**src/rtl/part_select_pkg.sv**
```systemverilog
// part_select_pkg: shared FSM state type and field-count/index-width helpers for the part-select serializer
package part_select_pkg;
  typedef enum logic [0:0] {IDLE, EMIT} state_t;
  function automatic int calc_nf(input int data_w, input int field_w);
    return data_w / field_w;
  endfunction
  function automatic int calc_idx_w(input int data_w, input int field_w);
    return $clog2(calc_nf(data_w, field_w)) + 1;
  endfunction
endpackage

```
**src/rtl/part_select_serializer_field_mux.sv**
```systemverilog
// field_mux: picks one FIELD_W slice of a word by index, walking up from the LSB or down from the MSB
module field_mux
  import part_select_pkg::*;
#(
  parameter int DATA_W = 32,
  parameter int FIELD_W = 8,
  parameter int IDX_W = calc_idx_w(DATA_W, FIELD_W)
) (
  input  logic [DATA_W-1:0]  i_word,
  input  logic [IDX_W-1:0]   i_idx,
  input  logic               i_msb_first,
  output logic [FIELD_W-1:0] o_field
);
  localparam int AW = (DATA_W > 1) ? $clog2(DATA_W) : 1;
  logic [AW-1:0] w_lo, w_hi;
  assign w_lo = AW'(i_idx * FIELD_W);
  assign w_hi = AW'(DATA_W - 1 - i_idx * FIELD_W);
  assign o_field = i_msb_first ? i_word[w_hi -: FIELD_W] : i_word[w_lo +: FIELD_W];
endmodule

```
**src/rtl/part_select_serializer.sv**
```systemverilog
// part_select_serializer: splits a signed word into unsigned FIELD_W fields, one per cycle, LSB- or MSB-first.
// Optional out_sign port (captured word's sign bit) enabled by macro PART_SELECT_SER_SIGN_EN.
module part_select_serializer
  import part_select_pkg::*;
#(
  parameter int DATA_W = 32,
  parameter int FIELD_W = 8
) (
  input  logic                     clk,
  input  logic                     rst_n,
  input  logic                     in_valid,
  output logic                     in_ready,
  input  logic signed [DATA_W-1:0] in_data,
  input  logic                     in_msb_first,
  output logic                     out_valid,
  input  logic                     out_ready,
  output logic [FIELD_W-1:0]       out_data,
  output logic                     out_last
`ifdef PART_SELECT_SER_SIGN_EN
  ,
  output logic                     out_sign
`endif
);
  localparam int NF = calc_nf(DATA_W, FIELD_W);
  localparam int IW = calc_idx_w(DATA_W, FIELD_W);
  if (FIELD_W < 1 || FIELD_W > DATA_W || DATA_W % FIELD_W != 0) begin : g_param_err
    $error("part_select_serializer: FIELD_W must divide DATA_W and not exceed it");
  end
  state_t            r_state;
  logic [IW-1:0]     r_idx;
  logic [DATA_W-1:0] r_word;
  logic              r_msb;
  logic              w_last_idx, w_accept;
  assign w_last_idx = r_idx == IW'(NF - 1);
  assign out_valid  = r_state == EMIT;
  assign out_last   = out_valid & w_last_idx;
  // The only combinational ready path: a finishing word frees the slot in the same cycle
  assign in_ready   = rst_n & ((r_state == IDLE) | (out_valid & w_last_idx & out_ready));
  assign w_accept   = in_valid & in_ready;
  always_ff @(posedge clk or negedge rst_n) begin
    if (!rst_n) begin
      r_state <= IDLE;
      r_idx   <= '0;
      r_word  <= '0;
      r_msb   <= 1'b0;
    end else if (w_accept) begin
      r_state <= EMIT;
      r_idx   <= '0;
      r_word  <= in_data;
      r_msb   <= in_msb_first;
    end else if (out_valid & out_ready) begin
      if (w_last_idx) r_state <= IDLE;
      else r_idx <= r_idx + IW'(1);
    end
  end
  field_mux #(.DATA_W(DATA_W), .FIELD_W(FIELD_W), .IDX_W(IW)) u_field_mux (
    .i_word      (r_word),
    .i_idx       (r_idx),
    .i_msb_first (r_msb),
    .o_field     (out_data)
  );
`ifdef PART_SELECT_SER_SIGN_EN
  logic r_sign;
  always_ff @(posedge clk or negedge rst_n) begin
    if (!rst_n) r_sign <= 1'b0;
    else if (w_accept) r_sign <= in_data[DATA_W-1];
  end
  assign out_sign = out_valid & r_sign;
`endif
endmodule

```
**config.mk**
```make
export PLATFORM = sky130hd
export DESIGN_NAME = part_select_serializer
export DESIGN_NICKNAME = d
export VERILOG_FILES = /design/src/rtl/part_select_pkg.sv /design/src/rtl/part_select_serializer_field_mux.sv /design/src/rtl/part_select_serializer.sv
export SDC_FILE = /design/constraint.sdc
export NUM_CORES = 1
export LEC_CHECK = 0
export CELL_PAD_IN_SITES_DETAIL_PLACEMENT = 0
export CELL_PAD_IN_SITES_GLOBAL_PLACEMENT = 2
export CORE_MARGIN = 1.5
export CORE_UTILIZATION = 34
export CTS_CLUSTER_DIAMETER = 200
export DETAILED_ROUTE_END_ITERATION = 10
export GPL_TIMING_DRIVEN = 0
export PLACE_DENSITY_LB_ADDON = 0.12
export SYNTH_ARGS = -nofsm -noshare
export SYNTH_HDL_FRONTEND = slang
export SYNTH_SLANG_ARGS = --single-unit
```
**constraint.sdc**
```tcl
create_clock -name clk -period 1.8 [get_ports clk]
set_input_delay 0.36 -clock clk [delete_from_list [all_inputs] [get_ports clk]]
set_output_delay 0.36 -clock clk [all_outputs]
set_load 0.02 [all_outputs]
```
# Word level (Yosys, flattened, before mapping)
# Cells that the tools add are included.
dict set report word_totals {
  input_bits 37
  wordCells 28
  register_bits 37
}
dict set report op_classes {
  reduce_logical 4
  n_addsub 2
  eq_ne 2
  n_shift 2
  bitwise 7
  n_mux 7
}
# op n
set op_table {}
lappend op_table {{variable part select 39 x 6 -> 8 bit} 1}
lappend op_table {{variable part select 32 x 6 -> 8 bit} 1}
lappend op_table {{2-to-1 mux 3 bit} 3}
lappend op_table {{2-to-1 mux 8 bit} 1}
lappend op_table {{bitwise AND 1 bit} 5}
lappend op_table {{subtractor 5 bit, first input constant} 1}
lappend op_table {{AND reduction 2 bit} 2}
lappend op_table {{nonzero test 2 bit} 2}
lappend op_table {{adder 3 x 1 -> 3 bit, second input constant} 1}
lappend op_table {{== test 3 x 2 -> 1 bit, second input constant} 1}
lappend op_table {{2-to-1 mux 1 bit} 3}
lappend op_table {{!= test 2 x 1 -> 1 bit, second input constant} 1}
lappend op_table {{NOT 1 bit} 1}
lappend op_table {{OR 1 bit} 1}

# Depth between registers and ports, before layout
dict set report depth {
  word_depth 8
  ltp_mapped 6
}

# Hierarchy
# A second synthesis with hierarchy kept.
dict set report unflattened {
  hier_cells 119
  hier_area_um2 2123.3
}
# mod instances cells_each seq_area_each_um2 area_each_um2
set modules_own_cells {}
lappend modules_own_cells {part_select_serializer 1 90 925.9 1572.8}
lappend modules_own_cells {field_mux 1 29 0.0 550.5}

# Least setup slack after synthesis
# Ideal clock, no wire load.
dict set report synth_timing {
  path_kind {register -> output}
  from {reg r_idx[0]}
  to {out out_data[6]}
  path_stages_with_launch 5
  setup_slack_ns 0.015
  arrival_time_ns 1.425
  path_cell_list {dfrtp_1 > buf_6 > buf_12 > mux4_2 > mux2_2}
}
dict set report synth_via {
  elab_chain_cells 3
  word_cells_on_any_way 4
  classes_between {add/sub: 1; shift: 2; mux: 1}
}
# element line
set synth_rtl {}
lappend synth_rtl {{start: declaration} part_select_serializer.sv:30} ;# logic [IW-1:0] r_idx;
lappend synth_rtl {{start signal: assignment} part_select_serializer.sv:53} ;# else r_idx <= r_idx + IW'(1);
lappend synth_rtl {{subtractor 5 bit} part_select_serializer_field_mux.sv:17} ;# assign w_hi = AW'(DATA_W - 1 - i_idx * FIELD_W);
lappend synth_rtl {{variable part select 39 x 6 -> 8 bit} part_select_serializer_field_mux.sv:18} ;# assign o_field = i_msb_first ? i_word[w_hi -: FIELD_W] : i_word[w_lo +: FIELD_W];
lappend synth_rtl {{2-to-1 mux 8 bit (*)} part_select_serializer_field_mux.sv:18}
lappend synth_rtl {{end: declaration} part_select_serializer.sv:17} ;# output logic [FIELD_W-1:0] out_data,
# Every way passes the cells marked *; elsewhere a longest branch is shown, timed or not.

# Worst setup path after layout
dict set report layout_timing {
  from {reg r_idx[0]}
  to {out out_data[5]}
}
# Same word-level chain as after synthesis.

==> results.cfg <==
[timing]
period_share_pct = 124
setup_viol = 10
rsz0062_at_grt = yes
finClkSkew_ns = 0.00369
max_freq_ghz = 0.447
hold_violations = 0
worstMarginPinSlew_ns = 0.513
maxSlewViolCount = 0
finalCriticalPeriod_ns = 2.24
slew-limit-headroom_pct = 65.8
fin_ws_ns = -0.436

[finish]
final_cell_mix = dfrtp_1, clkdlybuf4s50_1, mux2_2, buf_6, mux4_2
final_common_cell = dfrtp_1
final_nets = 223
final_layout_size_suffix_gt1_share_pct = 53.5
areaGrowthSynthToFinish_pct = 41.2
n_antenna_cell = 0
nFillCells = 514
seqCellArea_um2 = 926
multi_input_area_um2 = 1010

[power]
p_total_uw = 5520
power_switching_uw = 1830
ir_drop_mv = 0.950
sw_frac_of_total_pct = 33.1
p_int_uw = 3690
power_density_nw_per_um2 = 1970
seqPwrFrac_pct = 28.0
power_leakage_uw = 0.00117
p_clk_share_pct = 10.2
pwr-share-comb_pct = 61.8

[critical_path]
cp.arrival_ns = 1.88
reg2regPathDepth = 8
critPathKind = flop to output port
r2r-end = r_word[23]$_DFFE_PN0P_
rrSetupSlack_ns = 0.01
worstSetupStartpointType = flop
timing.rr.start = r_idx[0]$_DFFE_PN0P_
path_max_fanout = 6
required_ns = 1.44
critPathCaptureType = output port

[synth]
synth_top_area_share_pct = 46.6
synth.distinct_cells = 24
synth_xor_area_share_pct = 0.441
syn_avg_cell_area_um2 = 16.7
muxShareOfSynthArea_pct = 44.7
syn_nets = 158
syn_area_um2 = 1990
synth_simple_gate_area_share_pct = 2.71
synth-adder-area-share_pct = 1.26
ys_warn_count = 0
yosysSeqAreaShare_pct = 46.6
synthCells = 119
synth_top_area_cell = dfrtp_1
synthTopCellsByArea = dfrtp_1, mux2_2, mux4_1, mux4_2, mux2_4
synth_compound_area_share_pct = 0.630
synth_seq_cells = 37
synth_top_family_by_area = multiplexers

[route]
via_count = 1305
firstDrtPassIters = 3
ant_nets = 0
wl_mm = 4.42
routedWlPerCell_um = 17.2
vias_per_cell = 5.08
drt_iter0_drc = 40
drc = 0

[global_routing]
antenna_found_initial = 0
grt_pass1_wl_mm = 7.25
grt_pass1_vias = 1406
grt_overflow_total = 0
grtUsageTotal_pct = 15.7
grt_max_degree = 40

[place]
gp_congestion = 0.707
dpl_worst_slack_ns = -0.815
dp_hpwl_mm = 2.95
place.port_buffers = 47

[floorplan]
dieArea_um2 = 6310
die-height_um = 79.4
fp-row-count = 27
io_pins = 48
start_util_pct = 35.6
fp.dieW_um = 79.4
core-area_um2 = 5570

[clock_network]
path_clk_slew_ns = 0.07
cts_tree = yes
htreeDepth = 2
clk_path_buf_depth = 2
clkLatencyLatePin_ns = 0.28
cts-root-buf = clkbuf_8
cts_inserted_buffers = 5
clkSinkCount = 37

[job]
maxCapViolations = 0

[run_status]
outcome = complete, but fails checks
violations = setup timing

[min_path]
hold_path_class = input pin to asynchronous set/reset pin
[Yosys cell counts]
library cell / n
and2_1: 1
nand3b_1: 1
buf_12: 1
a21boi_1: 1
buf_6: 1
nor2b_1: 1
xor2_1: 1
nor2_2: 1
dfrtp_1: 37
mux2_2: 34
nand2b_1: 1
mux2i_1: 1
nand2_1: 2
clkbuf_1: 1
mux2_4: 7
mux4_2: 8
a21oi_1: 1
buf_4: 3
or2_2: 1
ha_1: 2
mux4_1: 8
inv_1: 1
buf_2: 2
nor2_1: 2
[worst max path at each step]
stage / startpoint / endpoint / slack, ns / cells past startpoint
5_1_grt: r_idx[0]$_DFFE_PN0P_ / out_data[2] / -0.50 / 5
3_3_place_gp: rst_n / r_word[30]$_DFFE_PN0P_ / -1.86 / 5
3_5_place_dp: rst_n / r_word[0]$_DFFE_PN0P_ / -0.81 / 5
6_report: r_idx[0]$_DFFE_PN0P_ / out_data[5] / -0.44 / 5
4_1_cts: r_idx[0]$_DFFE_PN0P_ / out_data[4] / -0.52 / 6
2_1_floorplan: r_idx[0]$_DFFE_PN0P_ / out_data[6] / 0.01 / 4
[worst max-delay path, stage by stage, from the launching register on]
cell and delay, ns:
dfrtp_1 0.38, buf_6 0.16, buf_4 0.13, mux4_2 0.48
mux2_4 0.28, buf_4 0.16
[flip-flops by register name, summed over array words and instances (netlist names)]
| signal | count |
|---|---|
| out_valid | 1 |
| r_msb | 1 |
| r_word | 32 |
| r_idx | 3 |
[power by group through the flow]
stage	sequential (uW)	combinational (uW)	clock, uW
2_1_floorplan	1450	2080	0
3_3_place_gp	1500	2880	0
3_5_place_dp	1540	2930	0
4_1_cts	1540	3440	592
5_1_grt	1610	3650	634
6_report	1550	3410	564
[cell type report]
| type | count | share of cell area (%) |
|---|---|---|
| timing repair buffer | 58 | 21.4 |
| multi-input combinational | 73 | 36.1 |
| sequential | 37 | 33.0 |
| tap | 72 | 3.21 |
| buffer | 8 | 3.17 |
| clock inverter | 2 | 0.357 |
| clock buffer | 6 | 2.59 |
| inverter | 1 | 0.134 |
[cell families (layout without fill, tap and decap cells)]
logic type                 after synthesis  in the layout
AOI/OAI and AO/OA                        2              2
muxes                                   58             58
buffers and inverters                    9             75
adders and majority gates                2              2
xor gates and xnor gates                 1              1
DFF                                     37             37
and+or+nand+nor                         10             10
[layer usage]
layer  vias to the layer above  GRT usage [%]  part of all wire [%]
met3                         6           4.11                   4.3
met5                         -              0                     0
met4                         0           4.21                  0.97
met1                       687           20.1                    43
met2                        28           26.1                    52
li1                        584              -                     -
[repair_timing]
item | 4_1_cts | 5_1_grt
gates cloned | 1 | 0
setup endpoints to repair | 46 | 10
hold endpoints to repair | 0 | 0
hold buffers | 0 | 0
pin swaps | 3 | 2
gates resized for setup | 73 | 15
buffers inserted | 10 | 1
[per-stage QoR]
| step | hold WS (ns) | utilization, % | TNS [ns] | cells | cell area (um^2) |
|---|---|---|---|---|---|
| after detailed placement | 0.513 | 45.6 | -31.54 | 238 | 2540 |
| after global placement | 0.499 | 45.7 | -92.26 | 238 | 2550 |
| final | 0.0458 | 50.3 | -3.69 | 257 | 2800 |
| after floorplan | 0.0644 | - | 0 | 119 | 1990 |
| after CTS | 0.0505 | 50.3 | -3.95 | 257 | 2800 |
| after global routing | 0.0679 | 50.3 | -5.33 | 257 | 2800 |
Power figures use the tool's default switching activity.
